[config.mk]
export PLATFORM = sky130hd
export DESIGN_NAME = dice_light_monitor_flat
export DESIGN_NICKNAME = d
export VERILOG_FILES = /design/src/rtl/dice_light_if.sv /design/src/rtl/dice_light_monitor.sv /design/src/flat_wrapper.sv
export SDC_FILE = /design/constraint.sdc
export NUM_CORES = 1
export LEC_CHECK = 0
export ABC_CLOCK_PERIOD_IN_PS = 4850
export BUFFER_PORTS_ARGS = -buffer_cell sky130_fd_sc_hd__buf_2
export CAP_MARGIN = 0
export CORE_UTILIZATION = 39
export CTS_CLUSTER_DIAMETER = 40
export DETAILED_ROUTE_END_ITERATION = 10
export PLACE_DENSITY = 0.61
export SYNTH_ARGS = -nofsm -noshare
export SYNTH_HDL_FRONTEND = slang
export SYNTH_SLANG_ARGS = --single-unit
[constraint.sdc]
create_clock -name clk -period 4.85 [get_ports clk]
set_clock_uncertainty 0.15 [all_clocks]
set_input_delay 0.97 -clock clk [delete_from_list [all_inputs] [get_ports clk]]
set_output_delay 0.97 -clock clk [all_outputs]
set_load 0.02 [all_outputs]
[src/rtl/dice_light_if.sv]
// Shared 3-bit dice/traffic-light bus together with the mode and roll controls
// that drive its source.
interface dice_light_if;
  logic       sel;
  logic       button;
  logic [2:0] data_in;

  modport master (output sel, output button, output data_in);
  modport slave  (input  sel, input  button, input  data_in);
endinterface

[src/rtl/dice_light_monitor.sv]
// Receiving end of the dice/traffic-light bus: decodes each sample to a dice face
// or lamp drives, and checks code legality and sequence progression.
module dice_light_monitor #(
  parameter int unsigned LOCK_SAMPLES = 2,
  parameter int unsigned ERR_CNT_W    = 8
) (
  input  logic                 clk,
  input  logic                 rst,
  dice_light_if.slave          bus,
  output logic                 locked,
  output logic                 err_illegal,
  output logic                 err_seq,
  output logic                 err_sticky,
  output logic [ERR_CNT_W-1:0] err_count,
  output logic [6:0]           seg,
  output logic                 red,
  output logic                 amber,
  output logic                 green
);

  typedef enum logic [1:0] {
    IDLE   = 2'd0,
    ACQ    = 2'd1,
    LOCKED = 2'd2
  } state_t;

  localparam logic [3:0] LOCK_CNT = 4'(LOCK_SAMPLES);

  state_t               state_reg, state_next;
  logic [3:0]           cnt_reg, cnt_next;
  logic [2:0]           prev_data_reg;
  logic                 prev_sel_reg;
  logic                 prev_button_reg;

  logic                 legal;
  logic                 match;
  logic                 mode_change;
  logic [2:0]           expected;
  logic                 err_illegal_next;
  logic                 err_seq_next;
  logic [6:0]           seg_next;
  logic [2:0]           lamp_next;
  logic [ERR_CNT_W-1:0] err_count_next;

  // Legality depends on the mode currently on the bus.
  always_comb begin
    legal = 1'b0;
    if (bus.sel) begin
      case (bus.data_in)
        3'b100, 3'b110, 3'b001, 3'b010: legal = 1'b1;
        default:                        legal = 1'b0;
      endcase
    end else begin
      legal = (bus.data_in != 3'b000) && (bus.data_in != 3'b111);
    end
  end

  // Successor predicted from last cycle's sample, mode and roll enable.
  always_comb begin
    expected = prev_data_reg;
    if (prev_sel_reg) begin
      case (prev_data_reg)
        3'b100:  expected = 3'b110;
        3'b110:  expected = 3'b001;
        3'b001:  expected = 3'b010;
        3'b010:  expected = 3'b100;
        default: expected = prev_data_reg;
      endcase
    end else if (prev_button_reg) begin
      expected = (prev_data_reg == 3'b110) ? 3'b001 : prev_data_reg + 3'd1;
    end
  end

  assign match       = (bus.data_in == expected);
  assign mode_change = (bus.sel != prev_sel_reg);

  always_comb begin
    state_next       = state_reg;
    cnt_next         = cnt_reg;
    err_illegal_next = 1'b0;
    err_seq_next     = 1'b0;
    if (!legal) begin
      err_illegal_next = 1'b1;
      state_next       = IDLE;
      cnt_next         = 4'd0;
    end else if (state_reg == IDLE || mode_change) begin
      // Fresh start: the previous sample cannot predict this one.
      state_next = ACQ;
      cnt_next   = 4'd0;
    end else begin
      case (state_reg)
        ACQ: begin
          if (match) begin
            cnt_next = cnt_reg + 4'd1;
            if (cnt_reg + 4'd1 >= LOCK_CNT) begin
              state_next = LOCKED;
            end
          end else begin
            cnt_next = 4'd0;
          end
        end
        LOCKED: begin
          if (!match) begin
            err_seq_next = 1'b1;
            state_next   = ACQ;
            cnt_next     = 4'd0;
          end
        end
        default: begin
          state_next = IDLE;
          cnt_next   = 4'd0;
        end
      endcase
    end
  end

  always_comb begin
    seg_next = 7'b0000000;
    if (!bus.sel && legal) begin
      case (bus.data_in)
        3'd1:    seg_next = 7'b0000110;
        3'd2:    seg_next = 7'b1011011;
        3'd3:    seg_next = 7'b1001111;
        3'd4:    seg_next = 7'b1100110;
        3'd5:    seg_next = 7'b1101101;
        3'd6:    seg_next = 7'b1111101;
        default: seg_next = 7'b0000000;
      endcase
    end
  end

  // Lamp bits map one-to-one onto the bus as {red, amber, green}.
  for (genvar gi = 0; gi < 3; gi++) begin : g_lamp
    assign lamp_next[gi] = bus.sel && legal && bus.data_in[gi];
  end

  always_comb begin
    err_count_next = err_count;
    if ((err_illegal_next || err_seq_next) && (err_count != {ERR_CNT_W{1'b1}})) begin
      err_count_next = err_count + 1'b1;
    end
  end

  always_ff @(posedge clk) begin
    if (rst) begin
      state_reg       <= IDLE;
      cnt_reg         <= 4'd0;
      prev_data_reg   <= 3'b000;
      prev_sel_reg    <= 1'b0;
      prev_button_reg <= 1'b0;
      locked          <= 1'b0;
      err_illegal     <= 1'b0;
      err_seq         <= 1'b0;
      err_sticky      <= 1'b0;
      err_count       <= '0;
      seg             <= 7'b0000000;
      red             <= 1'b0;
      amber           <= 1'b0;
      green           <= 1'b0;
    end else begin
      state_reg       <= state_next;
      cnt_reg         <= cnt_next;
      prev_data_reg   <= bus.data_in;
      prev_sel_reg    <= bus.sel;
      prev_button_reg <= bus.button;
      locked          <= (state_next == LOCKED);
      err_illegal     <= err_illegal_next;
      err_seq         <= err_seq_next;
      err_sticky      <= err_sticky | err_illegal_next | err_seq_next;
      err_count       <= err_count_next;
      seg             <= seg_next;
      red             <= lamp_next[2];
      amber           <= lamp_next[1];
      green           <= lamp_next[0];
    end
  end

endmodule

[src/flat_wrapper.sv]
// flat-port wrapper written by rule: the top's interface ports become plain ports
module dice_light_monitor_flat 
#(
  parameter int unsigned LOCK_SAMPLES = 2,
  parameter int unsigned ERR_CNT_W    = 8
)
  (clk, rst, locked, err_illegal, err_seq, err_sticky, err_count, seg, red, amber, green, bus_sel, bus_button, bus_data_in);
  dice_light_if bus_i ();
  input  logic clk;
  input  logic rst;
  output logic locked;
  output logic err_illegal;
  output logic err_seq;
  output logic err_sticky;
  output logic [ERR_CNT_W-1:0] err_count;
  output logic [6:0] seg;
  output logic red;
  output logic amber;
  output logic green;
  input wire logic [$bits(bus_i.sel)-1:0] bus_sel;
  input wire logic [$bits(bus_i.button)-1:0] bus_button;
  input wire logic [$bits(bus_i.data_in)-1:0] bus_data_in;
  assign bus_i.sel = bus_sel;
  assign bus_i.button = bus_button;
  assign bus_i.data_in = bus_data_in;
  dice_light_monitor #(.LOCK_SAMPLES(LOCK_SAMPLES), .ERR_CNT_W(ERR_CNT_W)) u_core (.clk(clk), .rst(rst), .bus(bus_i), .locked(locked), .err_illegal(err_illegal), .err_seq(err_seq), .err_sticky(err_sticky), .err_count(err_count), .seg(seg), .red(red), .amber(amber), .green(green));
endmodule
==> results of run 1 <==
through the flow:
step | area [um2] | cells | hold WS, ns
detailed placement | 1780 | 250 | 0.303
global placement | 1780 | 250 | 0.319
global route | 1890 | 258 | 0.366
CTS | 1890 | 258 | 0.319
finish | 1890 | 258 | 0.312
floorplan | 1630 | 183 | 0.325
routing by layer:
metal / routed length (um) / track usage (%) / vias to the layer above
met4: 41 / 7.18 / 0
met5: 0 / 0 / -
met2: 1330 / 22.9 / 25
met1: 1520 / 19.8 / 616
li1: - / - / 699
met3: 126 / 3.60 / 5
power breakdown:
part | switching (uW) | internal (uW)
Sequential | 8.51 | 271
Combinational | 38.6 | 26.2
Clock | 99.8 | 152
placed cells by master, fill, tap and decap left out, types with 2 or more instances in the layout:
| master | count |
|---|---|
| a21o_1 | 2 |
| a21oi_1 | 9 |
| and3_1 | 4 |
| and3b_1 | 2 |
| buf_2 | 28 |
| clkbuf_8 | 5 |
| dfxtp_1 | 32 |
| ha_1 | 6 |
| inv_1 | 4 |
| mux2_2 | 3 |
| nand2_1 | 11 |
| nand2b_1 | 4 |
| nand3_1 | 8 |
| nand3b_1 | 2 |
| nand4_1 | 3 |
| nand4b_1 | 2 |
| nor2_1 | 17 |
| nor2b_1 | 13 |
| nor3_1 | 4 |
| nor3b_1 | 4 |
| nor4_1 | 3 |
| o211ai_1 | 2 |
| o21ai_0 | 7 |
| xnor2_1 | 2 |
| xor2_1 | 4 |
worst max-delay path: cells and delay by family:
kind	cells	cell delay, ns
AOI/OAI and AO/OA	2	0.63
muxes	1	0.32
and+or+nand+nor	2	0.77
buffers and inverters	1	0.17
layout make-up:
cell class / instances / share of cell area, %
clock buffer: 5 / 3.64
clock inverter: 3 / 2.25
inverter: 4 / 0.793
multi-input combinational: 136 / 48.8
sequential: 32 / 33.8
tap: 50 / 3.30
timing repair buffer: 28 / 7.40
worst max-delay path by stage:
stage | to | cells past startpoint | startpoint
global route | u_core.locked | 8 | bus_data_in[2]
global placement | u_core.locked | 8 | bus_data_in[2]
floorplan | u_core.locked | 8 | bus_sel
CTS | u_core.err_count[3] | 6 | bus_data_in[1]
finish | u_core.err_count[3] | 6 | bus_data_in[1]
detailed placement | u_core.err_count[3] | 6 | bus_data_in[1]
kinds of logic (layout without fill, tap and decap cells):
group                      Yosys count  in the layout  synth area share (%)
muxes                                5              5                  3.60
xor gates and xnor gates             6              6                  3.22
DFF                                 32             32                  39.2
AOI/OAI and AO/OA                   31             31                  13.5
buffers and inverters               15             40                  4.21
and+or+nand+nor                     87             87                  31.0
adders and majority gates            7              7                  5.21
==> impl_results.md, run 1 <==
- Status: finished clean
- First-pass DRT Iterations: 4
- Detailed placement HPWL: 2050 um
- R2r worst-path depth: 7
- Maximum VDD drop: 0.108 mV
- GP Congestion: 0.764
- Crit path DAT: 2.86 ns
- Seq. cell area: 641 um2
- CTS tree: yes
- Period Utilization, post-route: 58.5%
- Final #Nets: 220
- Antenna viol nets, final: 0
- Post-synth EDFFs: 0
- Post-route worst setup slack: 2.01 ns
- Num CTS Buffers: 5
- Multi-input gate area: 923 um2
- Vias: 1345
- Unrepaired setup endpoints after global routing: false
- Dominant synthesized flop cell: dfxtp_1
- Fmax: 352 MHz
- Fin. Hold Viols: 0
- Setup WS pre-CTS: 1.71 ns
- Core box area: 4000 um2
- R2R setup slack: 2.08 ns
- Skew-Pair Late Insertion Delay: 0.28 ns
- Maximum root-to-sink buffer count: 2
- Critical path required time: 4.87 ns
- Seq/Total Area, Yosys: 39.2%
- Final Core Density: 47.3%
- Fraction of layout cells with a size suffix above 1: 21.6%
- Most frequent cells after synthesis: 32 x dfxtp_1, 17 x nor2_1, 13 x nor2b_1, 11 x nand2_1, 9 x a21oi_1
- Mapped Area: 1630 um2
- Max stage delay cell, worst path: or4_4
- Slew @ Worst Pin: 0.654 ns
- Die area: 4450 um2
- Final max-slew violation count: 0
- WL/cell: 11.7 um
- RR Startpoint: u_core.prev_sel_reg
- Hold Startpoint: u_core.err_sticky
- Slowest Stage Delay on Critical Path: 0.56 ns
- Worst hold path type: reg -> reg
- Synth Warn #: 0
- Setup CP Type: in -> reg
- Pwr Total: 596 uW
- Initial antenna violation count: 0
- Startpoint type of the worst setup path: input pin
- Synth async-reset ratio: 0%
- Setup violators final: 0
- Synth top area share: 39.2%
- DIE HEIGHT: 66.7 um
- Syn Area/Cell: 8.92 um2
- Main area contributors after synthesis: dfxtp_1 39%, nor2b_1 5.0%, ha_1 4.6%, nor2_1 3.9%, a21oi_1 2.8%
- Clock sink total: 32
- Post-cts sizing count: 0
- DRT Wirelength: 3010 um
- Ant diodes: 0
- Clk slew on worst S/H paths: 0.07 ns
- Area Overhead vs Synth: 15.9%
- Rows: 23
- First-pass GRT wire length: 5090 um
- Setup Buffers After CTS: 0
- Relative slew slack: 56.0%
- Clk root buf: clkbuf_8
- Largest net degree at the start of global routing: 29
- GRT Overall Usage: 15.1%
- Post-synth cell types: 51
- Top fanout value on the critical path: 12
- Initial core utilization: 40.8%
- Port bufs: 28
- Top Ports: 29
- Reg2reg end: u_core.err_count[3]
- 1st-iter DRT viols: 54
- Cts hold-fix bufs: 0
- WHS Endpoint: u_core.err_sticky
- DRC Markers: 0
- Number of global-route vias before repair: 1168
- Syn_nets: 196
- Setup TNS: 0 ns
- Setup crit end kind: register
- Cell taking the most area after synthesis: dfxtp_1
- Via-per-instance ratio: 5.21
- Hold Path Stages: 2
- Crit-path cells: buf_2 > or4_4 > a221oi_4 > o21ai_2 > or2b_1 > mux2_2
- Most instantiated library cell after synthesis: dfxtp_1
- PD cells: 315 nW/um2
- Max cap viols: 0
- P_leak: 0.000793 uW
- Min Tclk post-route: 2.84 ns
- Post-Syn Instances: 183
- Total gr overflow: 0
- H-tree Lvls: 2
- Die width: 66.7 um
- Max reg flops: 8
- #FFs+latches synth: 32
- Fill cell total of the finished layout: 407
Power figures use the tool's default switching activity.
==> run 2: changes to the inputs <==
--- a/config.mk
+++ b/config.mk
@@ -5,13 +5,13 @@
 export SDC_FILE = /design/constraint.sdc
 export NUM_CORES = 1
 export LEC_CHECK = 0
-export ABC_CLOCK_PERIOD_IN_PS = 4850
+export ABC_CLOCK_PERIOD_IN_PS = 2400
 export BUFFER_PORTS_ARGS = -buffer_cell sky130_fd_sc_hd__buf_2
 export CAP_MARGIN = 0
 export CORE_UTILIZATION = 39
 export CTS_CLUSTER_DIAMETER = 40
 export DETAILED_ROUTE_END_ITERATION = 10
-export PLACE_DENSITY = 0.61
+export PLACE_DENSITY = 0.63
 export SYNTH_ARGS = -nofsm -noshare
 export SYNTH_HDL_FRONTEND = slang
 export SYNTH_SLANG_ARGS = --single-unit
==> constraint.sdc (replaced) <==
create_clock -name clk -period 2.4 [get_ports clk]
set_clock_uncertainty 0.15 [all_clocks]
set_input_delay 0.48 -clock clk [delete_from_list [all_inputs] [get_ports clk]]
set_output_delay 0.48 -clock clk [all_outputs]
set_load 0.02 [all_outputs]
==> impl_results.md, run 2 (synthesized netlist as in run 1, its figures left out) <==
- Status: finished clean
- Placed cells: 264 (+5.6%)
- Fmax: 417 MHz
- Fraction of layout cells with a size suffix above 1: 33.3% (+12 points)
- 1st-iter DRT viols: 116 (+110%)
- WL/cell: 12.5 um (+7.1%)
- Final #Nets: 237 (+7.7%)
- Unrepaired setup endpoints after global routing: true
- Top fanout value on the critical path: 7 (-5)
- Final max-slew violation count: 0 (unchanged)
- Detailed placement HPWL: 2320 um (+13%)
- Cell Area, Placed: 1900 um2 (+6.9%)
- Clk root buf: clkbuf_8
- Port bufs: 28 (unchanged)
- Total gr overflow: 0 (unchanged)
- Number of global-route vias before repair: 1329 (+14%)
- DIE HEIGHT: 66.7 um (unchanged)
- Core box area: 4000 um2 (unchanged)
- Finished Cell Area: 2080 um2 (+9.6%)
- Vias: 1424 (+5.9%)
- PD cells: 559 nW/um2 (+77%)
- Rows: 23 (unchanged)
- First-pass DRT Iterations: 4 (unchanged)
- Relative slew slack: 74.6% (+19 points)
- Setup crit end kind: register
- GP Congestion: 0.762 (-0.26%)
- Worst hold path type: in -> reg
- Fin. Hold Viols: 0 (unchanged)
- Initial core utilization: 40.8% (unchanged)
- Slew @ Worst Pin: 0.380 ns (-0.275 ns)
- GRT Overall Usage: 17.7% (+2.6 points)
- Maximum VDD drop: 0.207 mV (+91%)
- Layout Cells excl Fill: 275 (+6.6%)
- Area Overhead vs Synth: 27.1%
- Ant diodes: 0 (unchanged)
- DRC Markers: 0 (unchanged)
- Clock sink total: 32 (unchanged)
- Max reg flops: 8 (unchanged)
- H-tree Lvls: 2 (unchanged)
- Maximum root-to-sink buffer count: 2 (unchanged)
- Top Ports: 29 (unchanged)
- Clk slew on worst S/H paths: 0.07 ns (about the same)
- Max cap viols: 0 (unchanged)
- Period Utilization, post-route: 99.8%
- Num CTS Buffers: 5 (unchanged)
- Commonest non-fill, non-tap cell in the layout: buf_2
- Pwr Total: 1160 uW (+95%)
- Via-per-instance ratio: 5.18 (-0.67%)
- Setup CP Type: reg -> reg
- CTS tree: yes
- Most frequent cells in the layout: 29 x buf_2, 27 x dfxtp_1, 17 x nor2_1
- Die width: 66.7 um (unchanged)
- Crit path DAT: 2.42 ns (-0.44 ns)
- Skew-Pair Late Insertion Delay: 0.28 ns (about the same)
- Antenna viol nets, final: 0 (unchanged)
- Largest net degree at the start of global routing: 28 (-3.4%)
- Min Tclk post-route: 2.40 ns
- Startpoint type of the worst setup path: register
- Critical path required time: 2.42 ns (-2.45 ns)
- Setup violators final: 0 (unchanged)
- Initial antenna violation count: 0 (unchanged)
- Die area: 4450 um2 (unchanged)
- P_leak: 0.000893 uW (+13%)
- Fill cell total of the finished layout: 389 (-4.4%)
- First-pass GRT wire length: 5940 um (+17%)
- DRT Wirelength: 3440 um (+14%)
## run 2: worst max-delay path, cell delays in order, from the launching register on
cell and delay, ns:
dfxtp_4 0.37, buf_6 0.12, a31o_1 0.22, or4_4 0.49, a221oi_4 0.34, o21ai_4 0.12
or2b_1 0.19, mux2_4 0.29
## run 2: area by class of cell
type                            count  area, um2  area share, %
Multi-Input combinational cell    136        981           47.3
Clock inverter                      2       10.0          0.482
Clock buffer                        6       82.6           3.98
Timing Repair Buffer               45        273           13.1
Sequential cell                    32        652           31.4
Tap cell                           50       62.6           3.01
Inverter                            4       15.0          0.723
## run 2: worst paths after layout
| kind | slack, ns | depth (start not counted) | startpoint | endpoint |
|---|---|---|---|---|
| worst max-delay path | 0.004 | 7 | u_core.prev_sel_reg | u_core.err_count[3] |
| worst min-delay path | 0.26 | 2 | bus_button | u_core.prev_button_reg |
| worst min register to register | 0.31 | 2 | u_core.err_sticky | u_core.err_sticky |
| worst max register to register | 0.004 | 7 | u_core.prev_sel_reg | u_core.err_count[3] |
## run 2: repair_timing
item                                    in CTS  in global routing
endpoints found under the hold margin        0                  0
resized for setup                            4                 15
endpoints found under the setup margin       6                 10
hold buffers                                 0                  0
pin swaps                                    1                  6
setup buffers                                1                  2
## run 2: power by group
group | internal (uW) | total [uW] | switching, uW
Clock | 229 | 428 | 199
Sequential | 548 | 564 | 16.0
Combinational | 77.0 | 169 | 91.7
Total | 854 | 1160 | 307
## run 2: per-stage QoR
stage | util [%] | setup WS, ns | hold slack, ns | TNS (ns)
6_report | 51.9 | 0.00400 | 0.259 | 0
2_1_floorplan | - | -0.0519 | 0.325 | -0.0519
3_3_place_gp | 47.6 | 0.00342 | 0.297 | 0
5_1_grt | 51.9 | -0.0830 | 0.278 | -0.317
3_5_place_dp | 47.6 | -0.0153 | 0.305 | -0.0331
4_1_cts | 50.5 | 0.00149 | 0.256 | 0
## run 2: metal layers
metal	up-vias	wire, um	global-route usage, %
met2	22	1620	28.7
met5	-	0	0
met4	0	83	9.84
met3	7	118	4.28
li1	732	-	-
met1	663	1620	21.2
==> run 3: changes to the inputs <==
--- a/config.mk
+++ b/config.mk
@@ -5,13 +5,14 @@
 export SDC_FILE = /design/constraint.sdc
 export NUM_CORES = 1
 export LEC_CHECK = 0
+export ABC_AREA = 1
 export ABC_CLOCK_PERIOD_IN_PS = 2400
 export BUFFER_PORTS_ARGS = -buffer_cell sky130_fd_sc_hd__buf_2
 export CAP_MARGIN = 0
 export CORE_UTILIZATION = 39
 export CTS_CLUSTER_DIAMETER = 40
 export DETAILED_ROUTE_END_ITERATION = 10
-export PLACE_DENSITY = 0.63
+export PLACE_DENSITY = 0.64
 export SYNTH_ARGS = -nofsm -noshare
 export SYNTH_HDL_FRONTEND = slang
 export SYNTH_SLANG_ARGS = --single-unit
==> impl_results.md, run 3 <==
- Final max-slew violation count: 0 (unchanged)
- Area Overhead vs Synth: 17.7%
- Slew @ Worst Pin: 0.332 ns (-0.0474 ns)
- Die width: 65.4 um (-2.0%)
- Cell taking the most area after synthesis: dfxtp_1
- Max cap viols: 0 (unchanged)
- Clk slew on worst S/H paths: 0.07 ns (about the same)
- Maximum VDD drop: 0.340 mV (+64%)
- Period Utilization, post-route: 82.6% (-17 points)
- Initial core utilization: 41.8% (+0.99 points)
- Worst hold path type: in -> reg
- Fmax: 505 MHz (+21%)
- PD cells: 655 nW/um2 (+17%)
- Met2 routed WL: 1350 um (-17%)
- Post-cts sizing count: 0 (-4)
- Die area: 4270 um2 (-4.0%)
- Crit path DAT: 2.01 ns (-0.41 ns)
- DRT Wirelength: 3090 um (-10%)
- Setup TNS: 0 ns (unchanged)
- GP Congestion: 0.782 (+2.6%)
- H-tree Lvls: 2 (unchanged)
- Cts hold-fix bufs: 0 (unchanged)
- Mapped Area: 1570 um2 (-4.1%)
- Seq/Total Area, Yosys: 40.9% (+1.7 points)
- First-pass DRT Iterations: 5 (+1)
- Number of global-route vias before repair: 1303 (-2.0%)
- Post-synth EDFFs: 0 (unchanged)
- Setup Buffers After CTS: 0 (-1)
- Total gr overflow: 0 (unchanged)
- Num CTS Buffers: 5 (unchanged)
- Fraction of layout cells with a size suffix above 1: 21.7% (-12 points)
- Antenna viol nets, final: 0 (unchanged)
- Routed length on met3: 160 um (+36%)
- WL/cell: 10.4 um (-17%)
- Top Ports: 29 (unchanged)
- Fin. Hold Viols: 0 (unchanged)
- Skew-Pair Late Insertion Delay: 0.28 ns (about the same)
- Largest net degree at the start of global routing: 19 (-32%)
- Setup CP Type: reg -> reg
- Dominant synthesized flop cell: dfxtp_1
- Vias: 1401 (-1.6%)
- Startpoint type of the worst setup path: register
- Most frequent cells in the layout: 51 x nand2_1, 32 x dfxtp_1, 28 x nor2_1, 28 x buf_2, 23 x nand3_1
- Most instantiated library cell after synthesis: nand2_1
- #FFs+latches synth: 32 (unchanged)
- Unrepaired setup endpoints after global routing: false
- Min Tclk post-route: 1.98 ns (-0.414 ns)
- Clock sink total: 32 (unchanged)
- Synth Warn #: 0 (unchanged)
- Setup WS pre-CTS: 0.328 ns (+0.343 ns)
- First-pass GRT wire length: 5490 um (-7.5%)
- Main area contributors after synthesis: dfxtp_1 41%, nand2_1 12%, nand3_1 7.4%, nor2_1 6.7%, ha_1 4.8%
- Post-route worst setup slack: 0.418 ns (+0.414 ns)
- Uppermost layer routed: met4
- DIE HEIGHT: 65.4 um (-2.0%)
- Max reg flops: 8 (unchanged)
- CTS tree: yes
- Final Core Density: 49.2% (-2.7 points)
- Syn Area/Cell: 7.18 um2 (-20%)
- Clk root buf: clkbuf_8
- Port bufs: 28 (unchanged)
- Top fanout value on the critical path: 12 (+5)
- Setup crit end kind: register
- Syn_nets: 231 (+18%)
- GRT Overall Usage: 16.8% (-0.86 points)
- P_leak: 0.000900 uW (+0.85%)
- Most frequent cells after synthesis: 51 x nand2_1, 32 x dfxtp_1, 28 x nor2_1, 23 x nand3_1, 20 x inv_1
- Synth async-reset ratio: 0% (unchanged)
- Critical path required time: 2.43 ns (about the same)
- 1st-iter DRT viols: 101 (-13%)
- Status: finished clean
- Metal-1 WL: 1530 um (-5.9%)
- Setup violators final: 0 (unchanged)
- Post-synth cell types: 31 (-39%)
- Core box area: 3740 um2 (-6.4%)
- Maximum root-to-sink buffer count: 2 (unchanged)
- DRC Markers: 0 (unchanged)
- Detailed placement HPWL: 2350 um (+1.1%)
- Relative slew slack: 77.8% (+3.2 points)
- Post-Syn Instances: 218 (+19%)
- Ant diodes: 0 (unchanged)
- Synth top area share: 40.9% (+1.7 points)
- Final #Nets: 261 (+10%)
- Rows: 22 (-4.3%)
- Via-per-instance ratio: 4.72 (-8.9%)
- Initial antenna violation count: 0 (unchanged)
- Commonest non-fill, non-tap cell in the layout: nand2_1
run 3: final cells by class:
| type | instances | area [um2] |
|---|---|---|
| Fill cell | 391 | 1900 |
| Multi-Input combinational cell | 154 | 792 |
| Sequential cell | 32 | 641 |
| Timing Repair Buffer | 28 | 140 |
| Inverter | 27 | 101 |
| Clock buffer | 6 | 72.6 |
| Tap cell | 48 | 60.1 |
| Clock inverter | 2 | 35.0 |
run 3: path summary, 6_finish.rpt:
check	start	endpoint	slack [ns]	cells past startpoint
worst max-delay path	u_core.prev_data_reg[2]	u_core.err_count[4]	0.42	13
worst min-delay path	bus_button	u_core.prev_button_reg	0.26	3
worst max register to register	u_core.prev_data_reg[2]	u_core.err_count[4]	0.42	13
worst min register to register	u_core.err_sticky	u_core.err_sticky	0.32	2
run 3: critical path, cell delays in order (launching register included):
cell and delay, ns:
dfxtp_1 0.45, inv_2 0.07, nand2_1 0.07, nand2_1 0.04
nand3_1 0.09, nand2_1 0.06, nand2_1 0.05, nand2_1 0.09
nand3_2 0.13, nand3_2 0.07, nand2_2 0.19, nand2_1 0.19
o21ai_1 0.16, nor2_1 0.05
run 3: report_power, final:
group	internal (uW)	switching [uW]	total, uW
combinational	44.7	95.4	140
clock	308	195	503
sequential	550	13.3	563
run 3: kinds of logic after synthesis:
logic type | share of synthesized area, %
and+or+nand+nor | 34.3
buffers and inverters | 8.47
DFF | 40.9
AOI/OAI and AO/OA | 8.15
xor gates and xnor gates | 3.36
adders and majority gates | 4.80
run 3: stage by stage:
stage	cell area (um2)	total power, uW	hold WS [ns]	std cells
2_1_floorplan	1570	680	0.295	218
5_1_grt	1840	1270	0.290	297
3_3_place_gp	1730	714	0.309	289
4_1_cts	1840	1220	0.250	297
6_report	1840	1210	0.257	297
3_5_place_dp	1730	715	0.313	289
run 3: routing by layer:
metal / track usage (%) / up-vias
li1: - / 750
met1: 20.9 / 614
met2: 26.3 / 30
met3: 5.73 / 7
met4: 7.34 / 0
met5: 0 / -
